**src/rtl/femto_pkg.sv**
```systemverilog
// femto_pkg: shared definitions for the Femto sequencer and its accumulator ALU.
// Holds the opcode constants, the sequencer state enum and a helper that gives
// the number of 4-bit nibbles needed to load one {op, imm} program word.
package femto_pkg;

  localparam int unsigned OP_NOP  = 0;
  localparam int unsigned OP_LDI  = 1;
  localparam int unsigned OP_ADD  = 2;
  localparam int unsigned OP_NOT  = 3;
  localparam int unsigned OP_AND  = 4;
  localparam int unsigned OP_XOR  = 5;
  localparam int unsigned OP_STA  = 6;
  localparam int unsigned OP_DISP = 7;

  typedef enum logic {
    ST_LOAD,
    ST_RUN
  } state_t;

  // One opcode nibble followed by SIZE/4 immediate nibbles.
  function automatic int unsigned nib_count(input int unsigned size);
    return 1 + size / 4;
  endfunction

endpackage

```
**src/rtl/femto_prog_mem.sv**
```systemverilog
// femto_prog_mem: program storage for the Femto sequencer.
// DEPTH x WIDTH array, synchronous write, asynchronous read, no reset.
// Ports:
//   i_clk    clock
//   i_we     write enable
//   i_waddr  write address
//   i_wdata  write data
//   i_raddr  read address
//   o_rdata  combinational read data
module femto_prog_mem #(
  parameter int unsigned WIDTH = 11,
  parameter int unsigned DEPTH = 8
) (
  input  logic                     i_clk,
  input  logic                     i_we,
  input  logic [$clog2(DEPTH)-1:0] i_waddr,
  input  logic [WIDTH-1:0]         i_wdata,
  input  logic [$clog2(DEPTH)-1:0] i_raddr,
  output logic [WIDTH-1:0]         o_rdata
);

  logic [WIDTH-1:0] r_mem [DEPTH];

  always_ff @(posedge i_clk) begin
    if (i_we) begin
      r_mem[i_waddr] <= i_wdata;
    end
  end

  assign o_rdata = r_mem[i_raddr];

endmodule

```
**src/rtl/femto_sequencer.sv**
```systemverilog
// femto_sequencer: program loader and instruction issuer for the Femto ALU.
// LOAD mode assembles {op, imm} words from a nibble stream into program memory;
// RUN mode replays the program in a loop, one instruction per clock, and
// captures the ALU result into the display register on STA/DISP.
// Ports:
//   i_clk      clock, all state on rising edge
//   i_rst      synchronous active-high reset
//   i_run      1 = RUN mode, 0 = LOAD mode (level)
//   i_ld_en    nibble strobe, LOAD only
//   i_ld_nib   nibble data
//   i_alu_out  ALU combinational result
//   o_op       registered opcode to ALU
//   o_inp      registered operand to ALU
//   o_disp     registered display value
//   o_running  state is RUN
//   o_full     program memory is full
module femto_sequencer
  import femto_pkg::*;
#(
  parameter int unsigned OPSIZE = 3,
  parameter int unsigned SIZE   = 8,
  parameter int unsigned DEPTH  = 8
) (
  input  logic              i_clk,
  input  logic              i_rst,
  input  logic              i_run,
  input  logic              i_ld_en,
  input  logic [3:0]        i_ld_nib,
  input  logic [SIZE-1:0]   i_alu_out,
  output logic [OPSIZE-1:0] o_op,
  output logic [SIZE-1:0]   o_inp,
  output logic [SIZE-1:0]   o_disp,
  output logic              o_running,
  output logic              o_full
);

  localparam int unsigned NIB = nib_count(SIZE);
  localparam int unsigned AW  = $clog2(DEPTH);
  localparam int unsigned CW  = $clog2(NIB + 1);
  localparam int unsigned WW  = OPSIZE + SIZE;

  state_t            r_state,   w_state_next;
  logic [AW-1:0]     r_pc,      w_pc_next;
  logic [AW:0]       r_len,     w_len_next;
  logic [CW-1:0]     r_nib_cnt, w_nib_cnt_next;
  logic [OPSIZE-1:0] r_asm_op,  w_asm_op_next;
  logic [SIZE-1:0]   r_imm,     w_imm_next;
  logic [OPSIZE-1:0] r_op,      w_op_next;
  logic [SIZE-1:0]   r_inp,     w_inp_next;
  logic [SIZE-1:0]   r_disp,    w_disp_next;

  logic          w_full;
  logic          w_last_nib;
  logic [AW:0]   w_pc_inc;
  logic          w_mem_we;
  logic [WW-1:0] w_mem_wdata;
  logic [WW-1:0] w_mem_rdata;

  assign w_full     = (r_len == (AW + 1)'(DEPTH));
  assign w_last_nib = (r_nib_cnt == CW'(NIB - 1));
  assign w_pc_inc   = {1'b0, r_pc} + (AW + 1)'(1);

  // Immediate slots are written by position so the final nibble can go
  // straight to memory on the edge it arrives.
  always_comb begin
    w_imm_next = r_imm;
    for (int unsigned k = 0; k < NIB - 1; k++) begin
      if (r_nib_cnt == CW'(k + 1)) begin
        w_imm_next[k*4 +: 4] = i_ld_nib;
      end
    end
  end

  assign w_mem_wdata = {r_asm_op, w_imm_next};

  // Display capture is independent of mode.
  always_comb begin
    w_disp_next = r_disp;
    if (r_op == OPSIZE'(OP_STA) || r_op == OPSIZE'(OP_DISP)) begin
      w_disp_next = i_alu_out;
    end
  end

  always_comb begin
    w_state_next   = r_state;
    w_pc_next      = r_pc;
    w_len_next     = r_len;
    w_nib_cnt_next = r_nib_cnt;
    w_asm_op_next  = r_asm_op;
    w_op_next      = r_op;
    w_inp_next     = r_inp;
    w_mem_we       = 1'b0;

    unique case (r_state)
      ST_LOAD: begin
        // The ALU treats some non-zero NOP operands as writes, so hold 0/0.
        w_op_next  = '0;
        w_inp_next = '0;
        if (i_run) begin
          // Transition wins over a coincident nibble; partial word dropped.
          w_state_next   = ST_RUN;
          w_pc_next      = '0;
          w_nib_cnt_next = '0;
        end else if (i_ld_en && !w_full) begin
          if (r_nib_cnt == '0) begin
            w_asm_op_next = i_ld_nib[OPSIZE-1:0];
          end
          if (w_last_nib) begin
            w_mem_we       = 1'b1;
            w_len_next     = r_len + (AW + 1)'(1);
            w_nib_cnt_next = '0;
          end else begin
            w_nib_cnt_next = r_nib_cnt + CW'(1);
          end
        end
      end
      ST_RUN: begin
        if (!i_run) begin
          w_state_next = ST_LOAD;
          w_op_next    = '0;
          w_inp_next   = '0;
          w_pc_next    = '0;
          w_len_next   = '0;
        end else if (r_len == '0) begin
          w_op_next  = '0;
          w_inp_next = '0;
          w_pc_next  = '0;
        end else begin
          w_op_next  = w_mem_rdata[WW-1:SIZE];
          w_inp_next = w_mem_rdata[SIZE-1:0];
          w_pc_next  = (w_pc_inc == r_len) ? '0 : w_pc_inc[AW-1:0];
        end
      end
      default: begin
        w_state_next = ST_LOAD;
      end
    endcase
  end

  always_ff @(posedge i_clk) begin
    if (i_rst) begin
      r_state   <= ST_LOAD;
      r_pc      <= '0;
      r_len     <= '0;
      r_nib_cnt <= '0;
      r_asm_op  <= '0;
      r_imm     <= '0;
      r_op      <= '0;
      r_inp     <= '0;
      r_disp    <= '0;
    end else begin
      r_state   <= w_state_next;
      r_pc      <= w_pc_next;
      r_len     <= w_len_next;
      r_nib_cnt <= w_nib_cnt_next;
      r_asm_op  <= w_asm_op_next;
      if (r_state == ST_LOAD && !i_run && i_ld_en && !w_full) begin
        r_imm <= w_imm_next;
      end
      r_op      <= w_op_next;
      r_inp     <= w_inp_next;
      r_disp    <= w_disp_next;
    end
  end

  femto_prog_mem #(
    .WIDTH (WW),
    .DEPTH (DEPTH)
  ) u_prog_mem (
    .i_clk   (i_clk),
    .i_we    (w_mem_we & ~i_rst),
    .i_waddr (r_len[AW-1:0]),
    .i_wdata (w_mem_wdata),
    .i_raddr (r_pc),
    .o_rdata (w_mem_rdata)
  );

  assign o_op      = r_op;
  assign o_inp     = r_inp;
  assign o_disp    = r_disp;
  assign o_running = (r_state == ST_RUN);
  assign o_full    = w_full;

endmodule

```
**config.mk**
```make
export PLATFORM = sky130hd
export DESIGN_NAME = femto_sequencer
export DESIGN_NICKNAME = d
export VERILOG_FILES = /design/src/rtl/femto_pkg.sv /design/src/rtl/femto_prog_mem.sv /design/src/rtl/femto_sequencer.sv
export SDC_FILE = /design/constraint.sdc
export NUM_CORES = 1
export LEC_CHECK = 0
export ABC_AREA = 1
export BUFFER_PORTS_ARGS = -buffer_cell sky130_fd_sc_hd__buf_2
export CAP_MARGIN = 20
export CORE_AREA = 2 2 97 99
export CTS_CLUSTER_DIAMETER = 30
export CTS_CLUSTER_SIZE = 40
export DETAILED_ROUTE_END_ITERATION = 16
export DIE_AREA = 0 0 99 101
export GPL_ROUTABILITY_DRIVEN = 0
export PLACE_DENSITY = 0.77
export SLEW_MARGIN = 20
export SYNTH_ARGS = -nofsm -noshare
export SYNTH_HDL_FRONTEND = slang
export SYNTH_SLANG_ARGS = --single-unit
```
**constraint.sdc**
```tcl
create_clock -name i_clk -period 2.6 [get_ports i_clk]
set_input_delay 0.52 -clock i_clk [delete_from_list [all_inputs] [get_ports i_clk]]
set_output_delay 0.52 -clock i_clk [all_outputs]
set_load 0.005 [all_outputs]
```
==> results_dict.tcl <==
set metrics [dict create \
    ys_types 27 \
    status "finished, final reports clean" \
    avgSynthCellArea_um2 10.6 \
    fin_tns_setup_ps 0 \
    cap_viol_max_count 0 \
    internal-power_mw 3.83 \
    dieHeight_um 101 \
    required_ps 2080 \
    die_w_um 99 \
    hold_slack_ps 239 \
    worst-path-buf-inv 3 \
    fin_area_mm2 0.00607 \
    fin_nets 552 \
    dr.first_iter.drc_count 254 \
    cp_top_family "flip-flops" \
    yosys_warnings 0 \
    synth-seq-area-share_pct 67.6 \
    postCtsSetupBuffers 0 \
    clock-sinks 131 \
    slowest_stage "dfxtp_1" \
    dr.pass1.iters 5 \
    ctsHoldBuffers 0 \
    worst_slew_pin_slew_ps 806 \
    finClkSkew_ps 15.2 \
    io_pins 37 \
    swShare_pct 18.9 \
    power_density_mw_per_mm2 777 \
    wl_per_cell_um 16.1 \
    max_clock_freq_mhz 476 \
    grt_pass1_vias 3489 \
    port_buffers 36 \
    max_stage_delay_ps 390 \
    antenna_found_initial 0 \
    drt-total-wl_um 10600 \
    cts_made_buffers 17 \
    period_share_pct 80.8 \
    clkPwrFrac_pct 50.0 \
    finalPower_mw 4.72 \
    area_growth_pct 17.1 \
    rsz0062_at_grt "no" \
    endpoint_kind "output port" \
    place_inst 625 \
    synth_flop_cell "edfxtp_1" \
    synthCells 488 \
    insertion_delay_ps 530 \
    drive_gt1_share_pct 15.0 \
    viasPerCell 5.58 \
    path_class "register to output port" \
    coreArea_mm2 0.00898 \
    hold_class "input pin to register" \
    worstPathCellList "inv_1 > ha_1 > nand3_2 > inv_1 > buf_2" \
    drv_slew 0 \
    initial_core_util_pct 57.7 \
    h-tree-depth 4 \
    post_dp_cell_area_mm2 0.00547 \
    p_comb_share_pct 2.2 \
    cts_resized 0 \
    clkTransAtPathRegs_ps 50 \
    num_antenna_cells 0 \
    synth_area_mm2 0.00518 \
    synth_edf_count 88 \
    netSwitchingPower_mw 0.889 \
    ant_nets 0 \
    synth_nets 507 \
    hold_violations 0 \
    synth-seq-cells 131 \
    peakVddDrop_v 0.000576 \
    grt_pass1_wl_um 16600 \
    grt.overflow.total 0 \
    startpoint_type "register" \
    cp_max_fo 6 \
    dieArea_mm2 0.0100 \
    crit_top_cell "inv_1" \
    relSlewSlack_pct 46.2 \
    drc_errors 0 \
    ys_async_sr_fraction_pct 0 \
    grt_start_max_net_pins 45 \
    seqPwrFrac_pct 47.8 \
    ctsLongestPathBuffers 2 \
    cts_tree "done" \
    cts-root-buf "clkbuf_8" \
    vias 3663 \
    final_cells 657 \
    hpwl_um 6450 \
    min_period_ps 2100 \
    grt_use_total_pct 22.3 \
    crit_arrival_ps 1580 \
    setup_viol 0 \
    leakagePower_nw 2.34 \
    core.rowCount 35 \
]
## tightest hold or removal path, cell delays in order
cell,delay (ps)
buf_2,70
o21ai_0,70
nor2_1,70
## cell type report
type	instances	area (um^2)
Sequential cell	131	3500
Clock buffer	29	532
Multi-Input combinational cell	301	1440
Clock inverter	3	65.1
Timing Repair Buffer	47	263
Inverter	35	131
Fill cell	611	2910
Tap cell	111	139
## flip-flops by register name (all words and copies together) (netlist names), named ones only
| register | cells |
|---|---|
| r_nib_cnt | 2 |
| u_prog_mem.r_mem | 88 |
| r_pc | 3 |
| r_len | 4 |
| o_inp | 8 |
| r_asm_op | 3 |
| o_disp | 8 |
| o_running | 1 |
| o_op | 3 |
| r_imm | 8 |
## synthesized netlist by cell type (2+ instances only)
| cell type | instances | area, um^2 |
|---|---|---|
| buf_6 | 2 | 22.5 |
| nor3_1 | 4 | 20.0 |
| nor2_1 | 113 | 424 |
| nand3_2 | 3 | 30.0 |
| o211ai_1 | 11 | 82.6 |
| o22ai_1 | 11 | 68.8 |
| ha_1 | 3 | 37.5 |
| nand2_1 | 57 | 214 |
| o21ai_0 | 63 | 315 |
| edfxtp_1 | 88 | 2640 |
| buf_4 | 2 | 15.0 |
| nand3_1 | 13 | 65.1 |
| inv_1 | 33 | 124 |
| a211oi_2 | 2 | 25.0 |
| inv_2 | 2 | 7.51 |
| a211oi_1 | 6 | 45.0 |
| a21oi_1 | 9 | 45.0 |
| dfxtp_1 | 43 | 861 |
| clkbuf_1 | 8 | 30.0 |
| buf_2 | 8 | 40.0 |
## final timing paths
| check | cells past startpoint | end | start | slack, ps |
|---|---|---|---|---|
| max | 5 | o_full | r_len[0]$_SDFFE_PP0P_ | 500 |
| max reg2reg | 8 | u_prog_mem.r_mem[3][2]$_DFFE_PP_ | r_len[0]$_SDFFE_PP0P_ | 560 |
| min reg2reg | 2 | o_disp[2]$_SDFFE_PP0P_ | o_disp[2]$_SDFFE_PP0P_ | 480 |
| min | 3 | o_disp[1]$_SDFFE_PP0P_ | i_alu_out[1] | 240 |
## cells in the final DEF (no fill, tap or decap), types with 7 or more instances in the layout
| master | instances |
|---|---|
| buf_2 | 36 |
| inv_1 | 33 |
| o21ai_0 | 63 |
| a21oi_1 | 9 |
| nor2_1 | 113 |
| clkbuf_1 | 7 |
| dfxtp_1 | 43 |
| edfxtp_1 | 88 |
| o22ai_1 | 11 |
| buf_4 | 11 |
| nand2_1 | 57 |
| o211ai_1 | 11 |
| clkbuf_16 | 18 |
| nand3_1 | 13 |
## power groups by stage
stage	Combinational [mW]	Clock [mW]	Sequential (mW)
finish	0.106	2.36	2.25
global route	0.117	2.46	2.25
detailed placement	0.103	0	2.30
floorplan	0.0687	0	2.29
global placement	0.0993	0	2.30
CTS	0.105	2.38	2.25
## cell families (layout without fill, tap and decap cells)
kind of cell               Yosys count  count (layout)  synth area share [%]
and+or+nand+nor                    194             194                  15.4
DFF                                131             131                  67.6
AOI/OAI and AO/OA                  102             102                  11.2
buffers and inverters               56             114                  4.68
adders and majority gates            3               3                 0.725
xor gates and xnor gates             2               2                 0.338
## per-stage QoR
| stage | util, % | setup WS (ps) |
|---|---|---|
| floorplan | - | 241 |
| global placement | 60.9 | 582 |
| detailed placement | 60.9 | 554 |
| CTS | 67.6 | 485 |
| global route | 67.6 | 379 |
| finish | 67.6 | 498 |
## layer usage
layer | vias up | global-route usage [%] | part of all wire (%)
met2 | 133 | 37.6 | 51
met3 | 29 | 7.07 | 6.1
li1 | 1766 | - | -
met5 | - | 0 | 0
met1 | 1735 | 25.8 | 40
met4 | 0 | 10.7 | 3.1
No activity file was read; power rests on OpenSTA's default activity.
